<file path="config.mk">
export PLATFORM = sky130hd
export DESIGN_NAME = core_sequencer
export DESIGN_NICKNAME = d
export VERILOG_FILES = /design/src/rtl/core_pkg.sv /design/src/rtl/imm_gen.sv /design/src/rtl/core_sequencer.sv
export SDC_FILE = /design/constraint.sdc
export NUM_CORES = 1
export LEC_CHECK = 0
export ABC_CLOCK_PERIOD_IN_PS = 3740
export BUFFER_PORTS_ARGS = -buffer_cell sky130_fd_sc_hd__buf_2
export CORE_ASPECT_RATIO = 2
export CORE_UTILIZATION = 45
export DETAILED_ROUTE_END_ITERATION = 6
export GPL_TIMING_DRIVEN = 0
export HOLD_SLACK_MARGIN = 0.06
export PLACE_DENSITY_LB_ADDON = 0.3
export SYNTH_ARGS = -nofsm -noshare
export SYNTH_HDL_FRONTEND = slang
export SYNTH_SLANG_ARGS = --single-unit
</file>
<file path="constraint.sdc">
create_clock -name clk -period 3.74 [get_ports clk]
set_input_delay 0.561 -clock clk [delete_from_list [all_inputs] [get_ports clk]]
set_output_delay 0.561 -clock clk [all_outputs]
set_load 0.005 [all_outputs]
</file>
<file path="src/rtl/core_pkg.sv">
// Shared encodings for the core sequencer: instruction types, RV32I opcodes, branch fun3 codes, FSM states.
// Latency: n/a (types, constants and pure helper functions only).
// Backpressure: n/a.
package core_pkg;

    // Instruction type codes presented on instType
    localparam logic [3:0] IT_LOAD   = 4'd0;
    localparam logic [3:0] IT_IMM    = 4'd1;
    localparam logic [3:0] IT_STORE  = 4'd2;
    localparam logic [3:0] IT_REG    = 4'd3;
    localparam logic [3:0] IT_LUI    = 4'd4;
    localparam logic [3:0] IT_AUIPC  = 4'd5;
    localparam logic [3:0] IT_BRANCH = 4'd6;
    localparam logic [3:0] IT_JALR   = 4'd7;
    localparam logic [3:0] IT_JAL    = 4'd8;

    // RV32I major opcodes (instr[6:0])
    localparam logic [6:0] OPC_LOAD   = 7'b0000011;
    localparam logic [6:0] OPC_IMM    = 7'b0010011;
    localparam logic [6:0] OPC_STORE  = 7'b0100011;
    localparam logic [6:0] OPC_REG    = 7'b0110011;
    localparam logic [6:0] OPC_LUI    = 7'b0110111;
    localparam logic [6:0] OPC_AUIPC  = 7'b0010111;
    localparam logic [6:0] OPC_BRANCH = 7'b1100011;
    localparam logic [6:0] OPC_JALR   = 7'b1100111;
    localparam logic [6:0] OPC_JAL    = 7'b1101111;

    // Branch condition codes (fun3)
    localparam logic [2:0] F3_BEQ  = 3'b000;
    localparam logic [2:0] F3_BNE  = 3'b001;
    localparam logic [2:0] F3_BLT  = 3'b100;
    localparam logic [2:0] F3_BGE  = 3'b101;
    localparam logic [2:0] F3_BLTU = 3'b110;
    localparam logic [2:0] F3_BGEU = 3'b111;

    typedef enum logic [2:0] {
        ST_FETCH  = 3'd0,
        ST_DECODE = 3'd1,
        ST_EXEC   = 3'd2,
        ST_UPDATE = 3'd3,
        ST_HALT   = 3'd4
    } state_t;

    typedef enum logic [2:0] {
        FMT_NONE = 3'd0,
        FMT_I    = 3'd1,
        FMT_S    = 3'd2,
        FMT_B    = 3'd3,
        FMT_U    = 3'd4,
        FMT_J    = 3'd5
    } imm_fmt_t;

    // 010/011 have no branch meaning and are rejected at decode
    function automatic logic branch_fun3_ok(input logic [2:0] f3);
        return !((f3 == 3'b010) || (f3 == 3'b011));
    endfunction

    // flags = {Z, C, N, V}; unsigned compares follow the unit's borrow-style carry
    function automatic logic branch_taken(input logic [2:0] f3, input logic [3:0] flags);
        logic z, c, n, v;
        z = flags[3];
        c = flags[2];
        n = flags[1];
        v = flags[0];
        case (f3)
            F3_BEQ:  return z;
            F3_BNE:  return !z;
            F3_BLT:  return n ^ v;
            F3_BGE:  return !(n ^ v);
            F3_BLTU: return !c;
            F3_BGEU: return c;
            default: return 1'b0;
        endcase
    endfunction

endpackage

</file>
<file path="src/rtl/imm_gen.sv">
// Immediate extractor: sign-extended I/S/B/U/J immediate selected by format.
// Latency: purely combinational.
// Backpressure: none.
module imm_gen
    import core_pkg::*;
(
    input  logic [31:7] instr,   // opcode bits never contribute to the immediate
    input  imm_fmt_t    fmt,
    output logic [31:0] imm
);

    // Reassemble the scattered immediate fields for the selected format
    always_comb begin
        imm = 32'd0;
        case (fmt)
            FMT_I: imm = {{20{instr[31]}}, instr[31:20]};
            FMT_S: imm = {{20{instr[31]}}, instr[31:25], instr[11:7]};
            FMT_B: imm = {{19{instr[31]}}, instr[31], instr[7], instr[30:25], instr[11:8], 1'b0};
            FMT_U: imm = {instr[31:12], 12'd0};
            FMT_J: imm = {{11{instr[31]}}, instr[31], instr[19:12], instr[20], instr[30:21], 1'b0};
            default: imm = 32'd0;
        endcase
    end

endmodule

</file>
<file path="src/rtl/core_sequencer.sv">
// Multi-cycle instruction sequencer: fetch, decode, hold datapath for EXEC_CYCLES, update pc. Optional ILLEGAL_TRAP_EN.
// Latency: fetch wait + 1 + EXEC_CYCLES + 1 cycles per instruction (5 at zero-wait memory, default EXEC_CYCLES).
// Backpressure: FETCH holds imem_req until imem_valid; imem_valid is ignored in every other state.
module core_sequencer
    import core_pkg::*;
#(
    parameter logic [31:0] RESET_PC    = 32'h0000_0000,
    parameter int unsigned EXEC_CYCLES = 3
) (
    input  logic        clk,
    input  logic        rst,
    output logic        imem_req,
    output logic [31:0] imem_addr,
    input  logic        imem_valid,
    input  logic [31:0] imem_rdata,
    input  logic [31:0] rs1_data,
    input  logic [3:0]  alu_flags,
    output logic [3:0]  instType,
    output logic [2:0]  fun3,
    output logic        fun7,
    output logic [4:0]  rd,
    output logic [4:0]  rs1,
    output logic [4:0]  rs2,
    output logic [31:0] pc,
    output logic [31:0] imm,
    output logic        instr_done,
    output logic [31:0] instret,
    output logic        illegal
);

    localparam logic [3:0] EXEC_LOAD = 4'(EXEC_CYCLES - 1);

    state_t      state, state_nxt;
    logic [31:0] instr_q;
    logic [3:0]  cnt;
    logic [3:0]  d_type;
    imm_fmt_t    d_fmt;
    logic        d_bad;
    logic [31:0] d_imm;
    logic [31:0] pc_nxt;

    imm_gen u_imm_gen (
        .instr (instr_q[31:7]),
        .fmt   (d_fmt),
        .imm   (d_imm)
    );

    // Classify the latched word: type code, immediate format, and whether it is unrecognised
    always_comb begin
        d_type = IT_IMM;
        d_fmt  = FMT_NONE;
        d_bad  = 1'b0;
        case (instr_q[6:0])
            OPC_LOAD:   begin d_type = IT_LOAD;   d_fmt = FMT_I; end
            OPC_IMM:    begin d_type = IT_IMM;    d_fmt = FMT_I; end
            OPC_STORE:  begin d_type = IT_STORE;  d_fmt = FMT_S; end
            OPC_REG:    begin d_type = IT_REG;    d_fmt = FMT_NONE; end
            OPC_LUI:    begin d_type = IT_LUI;    d_fmt = FMT_U; end
            OPC_AUIPC:  begin d_type = IT_AUIPC;  d_fmt = FMT_U; end
            OPC_BRANCH: begin
                d_type = IT_BRANCH;
                d_fmt  = FMT_B;
                d_bad  = !branch_fun3_ok(instr_q[14:12]);
            end
            OPC_JALR:   begin d_type = IT_JALR;   d_fmt = FMT_I; end
            OPC_JAL:    begin d_type = IT_JAL;    d_fmt = FMT_J; end
            default:    d_bad = 1'b1;
        endcase
    end

    // Next pc from the decoded (held-stable) control outputs; plain 32-bit wrap
    always_comb begin
        pc_nxt = pc + 32'd4;
        case (instType)
            IT_JAL:    pc_nxt = pc + imm;
            IT_BRANCH: pc_nxt = branch_taken(fun3, alu_flags) ? (pc + imm) : (pc + 32'd4);
            IT_JALR:   pc_nxt = (rs1_data + imm) & ~32'd1;
            default:   pc_nxt = pc + 32'd4;
        endcase
    end

    // State register
    always_ff @(posedge clk or negedge rst) begin
        if (!rst) begin
            state <= ST_FETCH;
        end else begin
            state <= state_nxt;
        end
    end

    // Next-state logic
    always_comb begin
        state_nxt = state;
        case (state)
            ST_FETCH:  state_nxt = imem_valid ? ST_DECODE : ST_FETCH;
`ifdef ILLEGAL_TRAP_EN
            ST_DECODE: state_nxt = d_bad ? ST_HALT : ST_EXEC;
            ST_HALT:   state_nxt = ST_HALT;
`else
            ST_DECODE: state_nxt = ST_EXEC;
`endif
            ST_EXEC:   state_nxt = (cnt == 4'd0) ? ST_UPDATE : ST_EXEC;
            ST_UPDATE: state_nxt = ST_FETCH;
            default:   state_nxt = ST_FETCH;
        endcase
    end

    // Moore outputs: fetch request and retire pulse
    always_comb begin
        imem_req   = (state == ST_FETCH);
        instr_done = (state == ST_UPDATE);
    end

    assign imem_addr = pc;

    // Instruction latch, decoded control outputs, exec counter, pc and retire counter
    always_ff @(posedge clk or negedge rst) begin
        if (!rst) begin
            instr_q  <= 32'd0;
            instType <= 4'd0;
            fun3     <= 3'd0;
            fun7     <= 1'b0;
            rd       <= 5'd0;
            rs1      <= 5'd0;
            rs2      <= 5'd0;
            imm      <= 32'd0;
            cnt      <= 4'd0;
            pc       <= RESET_PC;
            instret  <= 32'd0;
        end else begin
            case (state)
                ST_FETCH: begin
                    if (imem_valid) begin
                        instr_q <= imem_rdata;
                    end
                end
                ST_DECODE: begin
                    cnt <= EXEC_LOAD;
                    if (d_bad) begin
                        // Unrecognised word degrades to addi x0,x0,0
                        instType <= IT_IMM;
                        fun3     <= 3'd0;
                        fun7     <= 1'b0;
                        rd       <= 5'd0;
                        rs1      <= 5'd0;
                        rs2      <= 5'd0;
                        imm      <= 32'd0;
                    end else begin
                        instType <= d_type;
                        fun3     <= instr_q[14:12];
                        fun7     <= instr_q[30];
                        rd       <= instr_q[11:7];
                        rs1      <= instr_q[19:15];
                        rs2      <= instr_q[24:20];
                        imm      <= d_imm;
                    end
                end
                ST_EXEC: begin
                    if (cnt != 4'd0) begin
                        cnt <= cnt - 4'd1;
                    end
                end
                ST_UPDATE: begin
                    pc      <= pc_nxt;
                    instret <= instret + 32'd1;
                end
                default: begin
                end
            endcase
        end
    end

`ifdef ILLEGAL_TRAP_EN
    logic illegal_q;

    // Sticky trap flag, raised when a bad word leaves DECODE; cleared only by reset
    always_ff @(posedge clk or negedge rst) begin
        if (!rst) begin
            illegal_q <= 1'b0;
        end else if (state == ST_DECODE && d_bad) begin
            illegal_q <= 1'b1;
        end
    end

    assign illegal = illegal_q;
`else
    assign illegal = 1'b0;
`endif

endmodule

</file>
-- Yosys cells after proc, flatten, opt, wreduce, memory -nomap -nowiden
Index checks and enable logic that the tools add are counted.
- muxes and demuxes: 20
- reduce and logical (&&, ||, !) cells: 14
- bitwise operators: 1
- $add $sub $neg: 5
- equality and inequality tests: 28
- operators by type and width (cell ; count):
    $pmux W32 S5 ; 1
    $pmux W32 S3 ; 1
    $add A32 B32 Y32 ; 2
    $mux W32 ; 2
    $add A32 B1 Y32 const B ; 1
    $add A32 B3 Y32 const B ; 1
    $pmux W4 S8 ; 1
    $eq A7 B6 Y1 const B ; 3
    $eq A7 B7 Y1 const B ; 3
    $eq A3 B2 Y1 const B ; 6
    $eq A3 B3 Y1 const B ; 6
    $mux W5 ; 3
    $pmux W3 S5 ; 1
    $eq A7 B5 Y1 const B ; 2
    $eq A3 B1 Y1 const B ; 3
    $eq A4 B3 Y1 const B ; 2
    $mux W4 ; 2
    $pmux W4 S2 ; 1
    $reduce_or A8 Y1 ; 1
    $eq A7 B2 Y1 const B ; 1
    $logic_not A3 Y1 ; 2
    $pmux W1 S6 ; 1
    $pmux W2 S3 ; 1
    $eq A4 B4 Y1 const B ; 1
    14 further kinds ; 20
- output and inout bits: 154
- bits of input ports: 71
- register bits: 158

-- Longest topological paths before layout
- depth after elaboration: 6
- mapped depth: 13

-- Modules after synthesis
A second synthesis with hierarchy kept.
- cells, all modules: 1310
- area, all modules: 11260.8 um^2
- modules (own cells, without submodules) (module ; cells an instance ; area an instance (um^2) ; times used):
    core_sequencer ; 1244 ; 10870.4 ; 1
    imm_gen ; 66 ; 390.4 ; 1

-- Worst setup path before layout
No wires, ideal clock.
- path kind: input to register
- start point: in rs1_data[0]
- end point: reg pc[24], in the netlist imem_addr[24]
- stages: 12
- arrival time: 2.987 ns
- path slack: 0.622 ns
- cells stage by stage: and2_1 -> fa_1 -> a21o_1 -> a221oi_4 -> a2111oi_4 -> nor3_2 -> a21oi_2 -> a211oi_4 -> o21ai_2 -> a21oi_1 -> nor4b_1 -> or3_1
- cells in the longest elaborated chain, start to end: 2
- RTL lines (what ; line ; source):
    from (decl) ; core_sequencer.sv:16 ; input logic [31:0] rs1_data,
    $add A32 B32 Y32 ; core_sequencer.sv:77 ; IT_JALR: pc_nxt = (rs1_data + imm) & ~32'd1;
    $pmux W32 S3 ; core_sequencer.sv:74 ; case (instType)
    to (signal assigned) ; core_sequencer.sv:164 ; pc <= pc_nxt;
    to (decl) ; core_sequencer.sv:24 ; output logic [31:0] pc,
Every way passes these cells.
A chain may end at the register's enable or synchronous reset.

-- Worst setup path in the final report
- start point: reg imm[20]
- end point: reg pc[27], in the netlist imem_addr[27]
- cells in the longest elaborated chain, start to end: 3
- elaborated cells on any way between the ends: 4
- classes of those cells: add/sub (2); mux (2)
- RTL lines (what ; line ; source):
    from (decl) ; core_sequencer.sv:25 ; output logic [31:0] imm,
    from (signal assigned) ; core_sequencer.sv:155 ; imm <= d_imm;
    $add A32 B32 Y32 ; core_sequencer.sv:75, core_sequencer.sv:76 ;
    $mux W32 ; core_sequencer.sv:76 ; IT_BRANCH: pc_nxt = branch_taken(fun3, alu_flags) ? (pc + imm) : (pc + 32'd4);
    $pmux W32 S3 * ; core_sequencer.sv:74 ;
Mark *: on every way between the ends. The rest lies on a longest branch, timed or not.

==> impl_metrics.csv <==
group,metric,value,unit
finish,final_util,54.51,%
synth,netlist_area,11140,um2
critical_path,crit_path_max_incr_delay,0.72,ns
outcome,outcome,"completed",
timing,hold_viol,0,
clocking,htreeDepth,4,
synth,ys_ff_latch,157,
synth,synth_nets,1431,
power,ir_drop,354.6,uV
critical_path,r2r-start,"imm[20]$_DFFE_PN0N_",
worst_hold_path,holdCritPathClass,"input pin to async pin",
synth,syn_avg_cell_area,8.640,um2
global_routing,antenna_found_initial,2,
global_routing,grt_pass1_vias,10925,
power,internal_power,0.003852,W
critical_path,cp_max_fo,6,
clocking,clock_latency,0.44,ns
route,viasPerCell,5.816,
clocking,cts_hold_buf,0,
power,power_switching,0.002349,W
power,p_clk_share,28.1,%
critical_path,r2r_slack,0.1,ns
critical_path,cp.arrival,3.94,ns
timing,fmax,0.2744,GHz
route,routedWlPerCell,20.43,um
clocking,cts_buffer_depth,2,
route,dr.first_iter.drc_count,678,
critical_path,path_cells,"ha_1 -> a21oi_1 -> o21ai_1 -> nor4_1 -> nor2_1 -> nand4_1 -> a31oi_1 -> nor2_1 -> xor2_1 -> o221ai_1 -> a2bb2oi_1",
clocking,cts.root.buffer_cell,"clkbuf_16",
synth,synth_top_family_by_area,"compound AO/OA/AOI/OAI gates",
critical_path,timing.rr.end,"imem_addr[27]$_DFFE_PN0P_",
timing,fin_crit_sh,97.43,%
flow_run,cap_violations,0,
place,dp.final_hpwl,30220,um
route,finalWirelength,38460,um
timing,setup_viol_count_final,0,
power,combPwrFrac,30.7,%
critical_path,slowest_stage,"nor4_1",
global_routing,grt_max_degree,103,
timing,period_needed,3.644,ns
timing,whs,0.03835,ns
synth,yosys_warnings,0,
synth,synth_ff_type,"dfrtp_1",
critical_path,path_class,"register to register",
power,switching_share,37.88,%
global_routing,track_usage,31.08,%
floorplanning,core_area,24420,um2
floorplanning,start_util,45.60,%
critical_path,crit_path_end_kind,"register",
clocking,cts_setup_buffers,0,
power,power.leakage,6.261,nW
synth,syn_inst,1289,
route,firstDrtPassIters,5,
timing,slew_headroom,20.16,%
critical_path,cp-endpoint,"imem_addr[27]$_DFFE_PN0P_",
finish,final_nets,1677,
clocking,cts_resized,0,
floorplanning,fp-row-count,81,
synth,synth_edf_count,0,
critical_path,reg2regPathDepth,11,
clocking,numCtsBuffers,17,
finish,finalInstanceArea,13310,um2
place,gp_congestion,0.9858,
synth,yosysSeqAreaShare,35.28,%
timing,slew_viol_final,0,
critical_path,start_kind,"register",
synth,synth_xor_area_share,7.134,%
finish,layout_common_cells,"buf_2 (232), dfrtp_1 (157), nand2_1 (120)",
timing,worst-slew-pin-transition,1.187,ns
finish,layout-drive-gt1-share,22.67,%
critical_path,cp.required,4.04,ns
place,dpl_cell_area,12710,um2
synth,synth.area.mux_share,4.067,%
synth,synth.area.top_cells,"dfrtp_1 (35%), ha_1 (7.8%), a21oi_1 (4.9%), xnor2_1 (4.2%), nand2_1 (4.0%)",
synth,synthArstFlopShare,100.0,%
floorplanning,dieArea,25420,um2
finish,syn_to_final_growth,19.55,%
route,num_vias,10945,
floorplanning,pin_count,225,
floorplanning,die_h,224.5,um
power,pwr-share-seq,41.3,%
global_routing,grt_first_pass_wirelength,59330,um
route,drc,0,
power,cellPowerDensity,465.8,nW/um2
synth,synthAdderAreaFrac,8.201,%
place,port_buffers,223,
route,postRouteAntennaNets,0,
finish,layout_commonest_cell,"buf_2",
clocking,cts_tree,"built",
synth,synth-simple-area-share,16.69,%
timing,finClkSkew,0.007492,ns
synth,synth.distinct_cells,78,
synth,synth_compound_gate_area_share,21.64,%
floorplanning,fp.dieW,113.2,um
critical_path,cp_common_cell,"nor2_1",
global_routing,gr-total-overflow,0,
synth,synth_top_area_share,35.28,%
synth,yosysTopAreaCell,"dfrtp_1",
critical_path,crit_start,"imm[20]$_DFFE_PN0N_",
clocking,clkTransAtPathRegs,0.07,ns
clocking,clkSinkCount,157,
metrics by stage:
| stage | worst slack [ns] | cells | TNS [ns] | total power (W) |
|---|---|---|---|---|
| final | 0.09597 | 1882 | 0 | 0.006201 |
| after global routing | -0.01719 | 1882 | -0.01719 | 0.006552 |
| after CTS | 0.1651 | 1877 | 0 | 0.006200 |
| after detailed placement | 0.03852 | 1845 | 0 | 0.004450 |
| after global placement | -0.3142 | 1844 | -45.69 | 0.004399 |
| after floorplan | 0.6217 | 1289 | 0 | 0.003618 |
power groups by stage:
stage	Combinational, W	Sequential (W)	Clock [W]
floorplan	0.00123	0.00239	0
global placement	0.00184	0.00256	0
detailed placement	0.00187	0.00258	0
CTS	0.00189	0.00255	0.00177
global route	0.00211	0.00260	0.00184
finish	0.00190	0.00256	0.00174
state kept, by name (all words and copies together), names as in the netlist:
register and cells:
cnt 4, fun3 3, fun7 1, imem_addr 32, imm 32, instType 4, instr_q 32, instret 32
rd 5, rs1 5, rs2 5, state 2
metal layers:
layer | wire length [um] | track usage, %
met1 | 12670 | 29.75
met2 | 19990 | 55.51
met3 | 1960 | 5.686
met4 | 3835 | 28.44
met5 | 0 | 0
worst max-delay path: cells and delay by family (launching register included):
| kind | cells | cell delay [ns] |
|---|---|---|
| and+or+nand+nor | 4 | 1.34 |
| AOI/OAI and AO/OA | 5 | 1.07 |
| DFF | 1 | 0.47 |
| xor gates and xnor gates | 1 | 0.19 |
| adders and majority gates | 1 | 0.42 |
how the worst min path moves through the flow:
stage	startpoint	to	slack [ns]	cells after the start
final	rst	imem_addr[24]$_DFFE_PN0P_	0.04	1
after global routing	rst	imem_addr[24]$_DFFE_PN0P_	0.08	1
after CTS	rst	imem_addr[23]$_DFFE_PN0P_	0.06	1
after detailed placement	instret[31]$_DFFE_PN0P_	instret[31]$_DFFE_PN0P_	0.47	1
after global placement	instret[31]$_DFFE_PN0P_	instret[31]$_DFFE_PN0P_	0.46	1
after floorplan	rst	cnt[0]$_DFFE_PN0P_	0.27	0
layout make-up:
class                           count  area, um2
Fill cell                        2353      11110
Multi-Input combinational cell    962       6434
Sequential cell                   157       3929
Timing Repair Buffer              227       1176
Buffer                             87      462.9
Clock buffer                       17      425.4
Tap cell                          332      415.4
Inverter                           83      311.5
Clock inverter                     15      155.1
Antenna cell                        2      5.005
cells by family after synthesis:
| logic type | after synthesis |
|---|---|
| mux | 41 |
| flops | 157 |
| xor+xnor | 89 |
| compound gates | 379 |
| buf+inv | 170 |
| simple gates | 380 |
| fa+ha+maj | 72 |
| other cells | 1 |
synthesized netlist by cell type (all sizes together) (6+ instances only):
cell,instances
nand2,120
buf,47
o21bai,11
ha,69
xnor2,53
nand3,35
o221ai,11
nand2b,16
a21o,27
nand4,20
a21oi,109
xor2,35
a31oi,12
nor3,21
or3,10
inv,83
a221oi,6
o21ai,100
a211oi,7
o22ai,37
nor2,83
clkbuf,40
o211ai,9
and3,30
mux2,34
dfrtp,157
a22oi,7
nor2b,11
and4,7
mux2i,7
No activity file was read; power rests on OpenSTA's default activity.
